## src/rtl/mips_defs.sv

```systemverilog
// Shared MIPS pipeline definitions: opcode/funct constants used by hazard
// detection and the state encoding of the hazard-control FSM.
package mips_defs;

  localparam logic [5:0] OP_RTYPE = 6'h00;
  localparam logic [5:0] OP_SW    = 6'h2B;
  localparam logic [5:0] OP_BEQ   = 6'h04;
  localparam logic [5:0] OP_BNE   = 6'h05;

  localparam logic [5:0] FN_MULT  = 6'h18;
  localparam logic [5:0] FN_DIV   = 6'h1A;
  localparam logic [5:0] FN_MFHI  = 6'h10;
  localparam logic [5:0] FN_MFLO  = 6'h12;

  typedef enum logic [1:0] {
    IDLE    = 2'd0,
    LDSTALL = 2'd1,
    BUSY    = 2'd2
  } hc_state_t;

endpackage

```

## src/rtl/load_use_detect.sv

```systemverilog
// Combinational load-use comparator.
//   InstrID       : instruction in IF/ID
//   IDEX_MemRead  : ID/EX instruction is a load
//   IDEX_WriteReg : destination of the ID/EX instruction
//   Hazard        : IF/ID instruction reads the register being loaded
module load_use_detect
  import mips_defs::*;
(
  input  logic [31:0] InstrID,
  input  logic        IDEX_MemRead,
  input  logic [4:0]  IDEX_WriteReg,
  output logic        Hazard
);

  logic [5:0] w_op;
  logic [4:0] w_rs;
  logic [4:0] w_rt;
  logic       w_rt_src;
  logic       w_unused_lo;

  assign w_op        = InstrID[31:26];
  assign w_rs        = InstrID[25:21];
  assign w_rt        = InstrID[20:16];
  assign w_unused_lo = ^InstrID[15:0];

  // rt is only read by R-type, stores and compare-branches; elsewhere it
  // is a destination and must not raise a hazard.
  assign w_rt_src = (w_op == OP_RTYPE) || (w_op == OP_SW) ||
                    (w_op == OP_BEQ)   || (w_op == OP_BNE);

  assign Hazard = IDEX_MemRead && (IDEX_WriteReg != 5'd0) &&
                  ((IDEX_WriteReg == w_rs) ||
                   (w_rt_src && (IDEX_WriteReg == w_rt)));

endmodule

```

## src/rtl/hazard_control.sv

```systemverilog
// Pipeline hazard control: load-use stall, HI/LO mult/div occupancy and
// branch flush.
//   Clk, Reset    : clock, synchronous active-high reset
//   InstrID       : instruction in IF/ID
//   IDEX_MemRead  : ID/EX holds a load
//   IDEX_WriteReg : ID/EX destination register
//   BranchTaken   : branch/jump taken in EX
//   MulDivStart   : mult/div issues from ID
//   Stall/PCWrite : hold IF/ID / PC enable (PCWrite = ~Stall)
//   Flush         : clear IF/ID
//   IDEX_Bubble   : zero control bits entering ID/EX
//   MulDivBusy    : HI/LO unit occupied
module hazard_control
  import mips_defs::*;
#(
  parameter int unsigned MULDIV_LATENCY = 4
) (
  input  logic        Clk,
  input  logic        Reset,
  input  logic [31:0] InstrID,
  input  logic        IDEX_MemRead,
  input  logic [4:0]  IDEX_WriteReg,
  input  logic        BranchTaken,
  input  logic        MulDivStart,
  output logic        Stall,
  output logic        PCWrite,
  output logic        Flush,
  output logic        IDEX_Bubble,
  output logic        MulDivBusy
);

  localparam logic [3:0] CNT_LOAD = 4'(MULDIV_LATENCY - 1);

  hc_state_t  r_state;
  hc_state_t  w_state_nxt;
  logic [3:0] r_cnt;
  logic [3:0] w_cnt_nxt;
  logic       r_busy;
  logic       w_busy_nxt;

  logic       w_hazard_raw;
  logic       w_load_use;
  logic       w_md_stall;
  logic       w_start;
  logic [5:0] w_op;
  logic [5:0] w_funct;
  logic       w_is_hilo_rd;
  logic       w_is_muldiv;

  load_use_detect u_load_use_detect (
    .InstrID       (InstrID),
    .IDEX_MemRead  (IDEX_MemRead),
    .IDEX_WriteReg (IDEX_WriteReg),
    .Hazard        (w_hazard_raw)
  );

  assign w_op         = InstrID[31:26];
  assign w_funct      = InstrID[5:0];
  assign w_is_hilo_rd = (w_op == OP_RTYPE) &&
                        ((w_funct == FN_MFHI) || (w_funct == FN_MFLO));
  assign w_is_muldiv  = (w_op == OP_RTYPE) &&
                        ((w_funct == FN_MULT) || (w_funct == FN_DIV));

  // Busy is tracked apart from the FSM state so a load-use stall taken
  // while the HI/LO unit runs does not lose the occupancy. HI/LO readers
  // are released in the final busy cycle (counter at 0).
  always_comb begin
    w_load_use  = w_hazard_raw && (r_state != LDSTALL);
    w_md_stall  = r_busy && (r_cnt != '0) &&
                  (w_is_hilo_rd || (w_is_muldiv && MulDivStart));
    w_start     = MulDivStart && !BranchTaken && !w_load_use && !w_md_stall;

    w_cnt_nxt   = r_cnt;
    w_busy_nxt  = 1'b0;
    if (w_start) begin
      w_cnt_nxt  = CNT_LOAD;
      w_busy_nxt = 1'b1;
    end else if (r_busy && (r_cnt != '0)) begin
      w_cnt_nxt  = r_cnt - 4'd1;
      w_busy_nxt = 1'b1;
    end

    w_state_nxt = w_busy_nxt ? BUSY : IDLE;
    if (w_load_use && !BranchTaken) begin
      w_state_nxt = LDSTALL;
    end
  end

  always_ff @(posedge Clk) begin
    if (Reset) begin
      r_state <= IDLE;
      r_cnt   <= '0;
      r_busy  <= 1'b0;
    end else begin
      r_state <= w_state_nxt;
      r_cnt   <= w_cnt_nxt;
      r_busy  <= w_busy_nxt;
    end
  end

  always_comb begin
    Stall       = 1'b0;
    Flush       = 1'b0;
    IDEX_Bubble = 1'b0;
    if (Reset) begin
      Stall       = 1'b0;
    end else if (BranchTaken) begin
      Flush       = 1'b1;
      IDEX_Bubble = 1'b1;
    end else if (w_load_use || w_md_stall) begin
      Stall       = 1'b1;
      IDEX_Bubble = 1'b1;
    end
    PCWrite    = !Stall;
    MulDivBusy = r_busy && !Reset;
  end

endmodule

```

## config.mk

```make
export PLATFORM = sky130hd
export DESIGN_NAME = hazard_control
export DESIGN_NICKNAME = d
export VERILOG_FILES = /design/src/rtl/mips_defs.sv /design/src/rtl/load_use_detect.sv /design/src/rtl/hazard_control.sv
export SDC_FILE = /design/constraint.sdc
export NUM_CORES = 1
export LEC_CHECK = 0
export CAP_MARGIN = 20
export CORE_MARGIN = 8
export CORE_UTILIZATION = 34
export CTS_CLUSTER_DIAMETER = 60
export CTS_CLUSTER_SIZE = 16
export DETAILED_ROUTE_END_ITERATION = 12
export PLACE_DENSITY = 0.82
export SLEW_MARGIN = 0
export SYNTH_ARGS = -nofsm -noshare
export SYNTH_HDL_FRONTEND = slang
export SYNTH_HIERARCHICAL = 1
export SYNTH_SLANG_ARGS = --single-unit
export TNS_END_PERCENT = 20
```

## constraint.sdc

```tcl
create_clock -name Clk -period 4.95 [get_ports Clk]
set_clock_uncertainty 0.15 [all_clocks]
set_input_delay 0.7425 -clock Clk [delete_from_list [all_inputs] [get_ports Clk]]
set_output_delay 0.7425 -clock Clk [all_outputs]
set_load 0.01 [all_outputs]
```

* Word-level counts from Yosys, hierarchy flattened *
Index checks and enable logic that the tools add are counted.

operators by class
  add/subtract/negate cells = 1
  eq/ne operators = 10
  muxes and demuxes = 13
  reduce and logical (&&, ||, !) cells = 33

operators by type and width
  operator             number
  $eq 6x5->1 const B   4
  $logic_and 1x1->1    14
  $eq 6x3->1 const B   2
  $eq 5x5->1           2
  $mux 1               10
  $logic_or 1x1->1     8
  $eq 6x6->1 const B   1
  $logic_not 6->1      1
  $mux 2               3
  $logic_not 1->1      5
  $reduce_bool 5->1    1
  $reduce_bool 4->1    1
  $reduce_or 2->1      2
  $sub 4x1->4 const B  1
  $ne 2x1->1 const B   1
  $reduce_bool 2->1    1

word-level totals
  bits in registers = 7
  input port bits = 42
  output and inout bits = 5

* Longest topological paths before layout *
Gate-level depths: netlist of run 1.

  depth in word-level cells = 14
  mapped depth = 7

* Modules after synthesis *
The synthesis of run 1 kept the hierarchy.

modules (own cells, without submodules)
  module           instances  cells an instance  area an instance (um^2)
  hazard_control   1          48                 417.9
  load_use_detect  1          20                 152.6

* Worst setup path after synthesis of run 1 *
OpenSTA, ideal clock, no wires.

  kind = input-to-output
  start = input InstrID[27]
  end = output Stall
  arrival = 2.285 ns
  data required time = 4.058 ns
  path slack = 1.773 ns
  cell stages on the path = 5
  cells stage by stage = or4_1 a2111o_1 a21oi_1 nand2_1 a211oi_1

between the ends
  cells in the longest elaborated chain, start to end = 12
  elaborated cells between the ends (all ways) = 20
  classes of those cells = eq/ne: 3; mux: 3; reduce/logical: 14

RTL lines
  what                                           line                   RTL
  from (decl)                                    hazard_control.sv:20   input logic [31:0] InstrID,
  $eq 6x6->1 or $logic_not 6->1 (tied branches)  load_use_detect.sv:28  assign w_rt_src = (w_op == OP_RTYPE) || (w_op == OP_SW) ||
  $logic_or 1x1->1 (2 in series)                 load_use_detect.sv:28
  $logic_or 1x1->1 *                             load_use_detect.sv:29  (w_op == OP_BEQ) || (w_op == OP_BNE);
  $logic_and 1x1->1 *                            load_use_detect.sv:33  (w_rt_src && (IDEX_WriteReg == w_rt)));
  $logic_or 1x1->1 *                             load_use_detect.sv:32  ((IDEX_WriteReg == w_rs) ||
  $logic_and 1x1->1 *                            load_use_detect.sv:31  assign Hazard = IDEX_MemRead && (IDEX_WriteReg != 5'd0) &&
  named net w_hazard_raw                         hazard_control.sv:41   logic w_hazard_raw;
  $logic_and 1x1->1 *                            hazard_control.sv:68   w_load_use = w_hazard_raw && (r_state != LDSTALL);
  $logic_or 1x1->1 *                             hazard_control.sv:110  end else if (w_load_use || w_md_stall) begin
  $mux 1 *                                       hazard_control.sv:110
  $mux 1 *                                       hazard_control.sv:107  end else if (BranchTaken) begin
  $mux 1 *                                       hazard_control.sv:105  if (Reset) begin
  to (decl)                                      hazard_control.sv:25   output logic Stall,

The timed path passes the listed nets; every way through them passes the cells marked *.

* Worst setup path after layout of run 1 *
Same ends and word-level chain as after synthesis.

==> impl_metrics.py, run 1 <==
metrics = {
    "run_status": {
        "status": "finished, final reports clean",
    },
    "clocking": {
        "cts_tree": "yes",
        "clkTransAtPathRegs_ns": 0.05,
        "cts_num_sinks": 7,
        "cts_buffers": 3,
        "h-tree-depth": 1,
        "postCtsResizedCells": 0,
        "clkLatencyLatePin_ns": 0.25,
        "postCtsHoldBufs": 0,
        "clockBufferDepth": 2,
        "cts_setup_buffers": 0,
        "cts_root_buf": "clkbuf_4",
    },
    "layout": {
        "area_growth_pct": 69.1,
        "postLayoutCellArea_sq_um": 965,
        "n_fill_cell": 169,
        "most-common-layout-cells": "35 x clkdlybuf4s50_1, 7 x dfxtp_1, 6 x xnor2_1, 5 x inv_1, 5 x nor3_1",
        "final_util": 0.584,
        "final_common_cell": "clkdlybuf4s50_1",
        "final_nets": 150,
        "n_antenna_cell": 0,
        "drive_gt1_frac": 0.0660,
    },
    "grt": {
        "grt_max_degree": 13,
        "busiest_layer": "met2",
        "track_usage": 0.104,
        "gr-total-overflow": 0,
        "met1_usage": 0.104,
        "grt_pass1_vias": 684,
        "gr-usage-met2": 0.180,
        "antenna_found_initial": 0,
        "met3_usage": 0.0510,
        "grt_pass1_wl_microns": 2820,
    },
    "logic_synthesis": {
        "synth_cells": 68,
        "yosys.area.top_type": "dfxtp_1",
        "synth_area_per_cell_sq_um": 8.39,
        "synth_ff_type": "dfxtp_1",
        "ys_seq_area_frac": 0.246,
        "async_flop_share": 0,
        "synth.net_count": 111,
        "synth_top_cell_area_share": 0.246,
        "synth_seq_cells": 7,
        "synth_cell_types": 29,
        "synth_edf_count": 0,
        "synthTopCellsByArea": "dfxtp_1 25%, xnor2_1 9.2%, xor2_1 6.1%",
        "syn_area_sq_um": 571,
        "yosys_warnings": 6,
    },
    "floorplan": {
        "die_y_microns": 57.0,
        "die_w_microns": 57.0,
        "core-area_sq_um": 1650,
        "die_area_sq_um": 3250,
        "start_util": 0.345,
        "io_pins": 47,
        "rows": 15,
    },
    "timing": {
        "worst_pin_slew_ns": 0.782,
        "drv_slew": 0,
        "post-route-period-util": 0.846,
        "hold_viol": 0,
        "fin_setup_tns_ns": 0,
        "setup_ws_ns": 0.764,
        "slew-limit-headroom": 0.476,
        "max_freq_ghz": 0.239,
        "rsz0062_at_grt": "false",
        "setup_violations": 0,
        "fin_crit_ns": 4.19,
    },
    "routing": {
        "wl_per_cell_microns": 12.7,
        "vias": 626,
        "routed_wl_microns": 1560,
        "vias_per_cell": 5.09,
        "ant_nets": 0,
        "drcViolationCount": 0,
        "firstDrtPassIters": 4,
        "drtIter0Drc": 3,
    },
    "place": {
        "pre_cts_ws_ns": 0.763,
        "hpwlAfterDp_microns": 1380,
        "gp_congestion": 0.765,
        "port-buffer-count": 35,
        "postPlaceCellArea_sq_um": 938,
    },
    "worst_hold_path": {
        "hold_path.class": "flip-flop to flip-flop",
    },
    "worst_setup_path": {
        "critical_path_peak_fanout": 5,
        "critPathCaptureType": "output pin",
        "cp-start-kind": "input pin",
        "critical_path_class": "input pin to output pin",
        "arrival_ns": 3.29,
        "critical_path_required_ns": 4.06,
    },
    "job": {
        "drv_cap": 0,
    },
    "pwr": {
        "ir_drop_uv": 106,
        "p_leak_nw": 0.343,
        "powerDensity_nw_per_um2": 176,
        "power_uw": 170,
    },
}
## flip-flops by register name (all words and copies together) (netlist names)
| name | count |
|---|---|
| r_busy | 1 |
| r_state | 2 |
| r_cnt | 4 |
## cells in the mapped netlist (2+ instances only)
cell and n:
nor3b_1 2, xnor2_1 6, a211oi_1 4, nor3_1 5
a21oi_1 3, or4_1 3, nor2b_1 2, nand2_1 2
inv_1 5, nand2b_1 4, nor2_1 4, xor2_1 4
dfxtp_1 7, nand4_1 2
## routing by layer
layer / part of all wire / up-vias
li1: - / 329
met1: 0.38 / 273
met2: 0.51 / 22
met3: 0.10 / 2
met4: 0.0051 / 0
met5: 0 / -
## cells by family after synthesis
kind of cell	synth area share
AOI/OAI and AO/OA	0.232
adders and majority gates	0.0219
DFF	0.246
buffers and inverters	0.0395
xor gates and xnor gates	0.154
and+or+nand+nor	0.307
## final timing paths
check / cells past startpoint / endpoint / slack [ns] / start
max: 7 / Stall / 0.76 / InstrID[27]
min: 1 / r_cnt[0] / 0.39 / r_cnt[0]
max reg2reg: 6 / r_cnt[0] / 3.18 / r_cnt[0]
min reg2reg: 1 / r_cnt[0] / 0.39 / r_cnt[0]
## through the flow
stage                     hold WS [ns]  instances
after detailed placement         0.372        119
after global placement           0.358        119
final                            0.394        123
after global routing             0.427        123
after CTS                        0.384        123
after floorplan                  0.328         68
## critical path, stage by stage
cell	delay (ns)
clkdlybuf4s50_1	0.43
or4_1	0.53
a2111o_1	0.43
a21oi_1	0.19
nand2_1	0.15
a211oi_1	0.24
clkdlybuf4s50_1	0.58
## layout make-up
cell class | count | area (sq um) | share of cell area
Multi-Input combinational cell | 55 | 408 | 0.423
Clock buffer | 4 | 26.3 | 0.0272
Tap cell | 17 | 21.3 | 0.0220
Inverter | 5 | 18.8 | 0.0195
Sequential cell | 7 | 140 | 0.145
Timing Repair Buffer | 35 | 350 | 0.363
## power by group
| group | internal, mW | switching, mW | total, mW |
|---|---|---|---|
| clock network | 0.0307 | 0.0206 | 0.0513 |
| logic | 0.0362 | 0.0206 | 0.0568 |
| registers | 0.0596 | 0.00207 | 0.0617 |
| total | 0.127 | 0.0433 | 0.170 |
(Power assumes the default switching activity.)
==> run 2: changes to the inputs <==
--- a/config.mk
+++ b/config.mk
@@ -7,11 +7,11 @@
 export LEC_CHECK = 0
 export CAP_MARGIN = 20
 export CORE_MARGIN = 8
-export CORE_UTILIZATION = 34
+export CORE_UTILIZATION = 31
 export CTS_CLUSTER_DIAMETER = 60
 export CTS_CLUSTER_SIZE = 16
 export DETAILED_ROUTE_END_ITERATION = 12
-export PLACE_DENSITY = 0.82
+export PLACE_DENSITY = 0.75
 export SLEW_MARGIN = 0
 export SYNTH_ARGS = -nofsm -noshare
 export SYNTH_HDL_FRONTEND = slang
==> constraint.sdc (replaced) <==
create_clock -name Clk -period 4.2 [get_ports Clk]
set_clock_uncertainty 0.15 [all_clocks]
set_input_delay 0.63 -clock Clk [delete_from_list [all_inputs] [get_ports Clk]]
set_output_delay 0.63 -clock Clk [all_outputs]
set_load 0.01 [all_outputs]
==> impl_metrics.py, run 2 (synthesis results as in run 1) <==
metrics = {
    "worst_setup_path": {
        "critPathCaptureType": "output pin",
        "r2r-start": "r_cnt[0]",
        "arrival_ns": 3.14,
        "cp-start-kind": "input pin",
        "critical_path_peak_fanout": 5,
        "critical_path_required_ns": 3.42,
        "critical_path_class": "input pin to output pin",
        "startpoint": "InstrID[27]",
    },
    "grt": {
        "gr-total-overflow": 0,
        "antenna_found_initial": 0,
        "grt_max_degree": 13,
        "grt_pass1_vias": 649,
        "track_usage": 0.0977,
        "grt_pass1_wl_microns": 2620,
    },
    "layout": {
        "area_growth_pct": 70.8,
        "seqCellArea_sq_um": 140,
        "final_common_cell": "clkdlybuf4s50_1",
        "n_antenna_cell": 0,
        "top_register": "r_cnt",
        "largestRegisters": "r_cnt x4, r_state x2, r_busy x1",
        "fin_cells": 131,
        "n_fill_cell": 183,
        "most-common-layout-cells": "35 x clkdlybuf4s50_1, 7 x dfxtp_1, 6 x xnor2_1, 5 x inv_1, 5 x nor3_1",
        "multiInputGateArea_sq_um": 408,
        "final_nets": 150,
        "drive_gt1_frac": 0.0660,
        "largest_reg_flops": 4,
    },
    "timing": {
        "worst_pin_slew_ns": 0.748,
        "fin_crit_ns": 3.92,
        "hold_viol": 0,
        "holdWs_ns": 0.369,
        "slew-limit-headroom": 0.498,
        "fin_setup_tns_ns": 0,
        "rsz0062_at_grt": "false",
        "setup_ws_ns": 0.280,
        "setup_violations": 0,
        "max_freq_ghz": 0.255,
        "post-route-period-util": 0.933,
        "drv_slew": 0,
    },
    "routing": {
        "routed_wl_microns": 1610,
        "drtIter0Drc": 7,
        "drcViolationCount": 0,
        "vias": 656,
        "vias_per_cell": 5.01,
        "firstDrtPassIters": 3,
        "ant_nets": 0,
        "wl_per_cell_microns": 12.3,
    },
    "run_status": {
        "status": "finished, final reports clean",
    },
    "pwr": {
        "p_leak_nw": 0.343,
        "powerDensity_nw_per_um2": 206,
        "ir_drop_uv": 107,
    },
    "place": {
        "port-buffer-count": 35,
        "gp_congestion": 0.734,
        "dpl.cell_count": 127,
        "pre_cts_ws_ns": 0.265,
        "hpwlAfterDp_microns": 1440,
    },
    "clocking": {
        "clockBufferDepth": 2,
        "cts_root_buf": "clkbuf_4",
        "clkLatencyLatePin_ns": 0.25,
        "cts_buffers": 3,
        "cts_tree": "yes",
        "h-tree-depth": 1,
        "cts_num_sinks": 7,
        "postCtsResizedCells": 0,
        "clkTransAtPathRegs_ns": 0.05,
        "cts_setup_buffers": 0,
        "postCtsHoldBufs": 0,
    },
    "floorplan": {
        "rows": 15,
        "die_y_microns": 58.9,
        "core-area_sq_um": 1730,
        "die_area_sq_um": 3470,
        "die_w_microns": 58.9,
        "start_util": 0.330,
        "io_pins": 47,
    },
    "worst_hold_path": {
        "hold_path.class": "flip-flop to flip-flop",
        "min-delay-start": "r_cnt[0]",
    },
    "job": {
        "drv_cap": 0,
    },
}
==> run 2: routing by layer <==
metal	track usage	part of all wire	up-vias
li1	-	-	332
met1	0.0877	0.35	291
met2	0.156	0.46	30
met3	0.0826	0.17	3
met4	0.0410	0.013	0
met5	0	0	-
==> run 2: layout make-up <==
type | count | area share
multi-input cells | 55 | 0.418
flip-flops and latches | 7 | 0.144
inverters | 5 | 0.0193
well taps | 25 | 0.0321
repair buffers | 35 | 0.359
clock buffers | 4 | 0.0270
==> run 2: final timing paths <==
| kind | cells after the start | end | slack (ns) |
|---|---|---|---|
| setup / recovery | 7 | Stall | 0.28 |
| hold / removal | 1 | r_cnt[0] | 0.37 |
| setup reg to reg | 6 | r_cnt[0] | 2.40 |
| hold reg to reg | 1 | r_cnt[0] | 0.37 |
==> run 2: through the flow <==
step / util / total power, mW / area [sq um]
finish: 0.564 / 0.201 / 975
global route: 0.564 / 0.215 / 975
detailed placement: 0.549 / 0.142 / 948
global placement: 0.549 / 0.140 / 948
floorplan: - / 0.102 / 571
CTS: 0.564 / 0.204 / 975
==> run 2: worst max-delay path, stage by stage <==
cell and delay (ns):
clkdlybuf4s50_1 0.43, or4_1 0.52, a2111o_1 0.42, a21oi_1 0.19, nand2_1 0.15, a211oi_1 0.23, clkdlybuf4s50_1 0.58
==> run 2: power breakdown <==
part	total [mW]	switching [mW]	internal (mW)
sequential	0.0727	0.00233	0.0703
combinational	0.0675	0.0248	0.0427
clock	0.0610	0.0248	0.0362
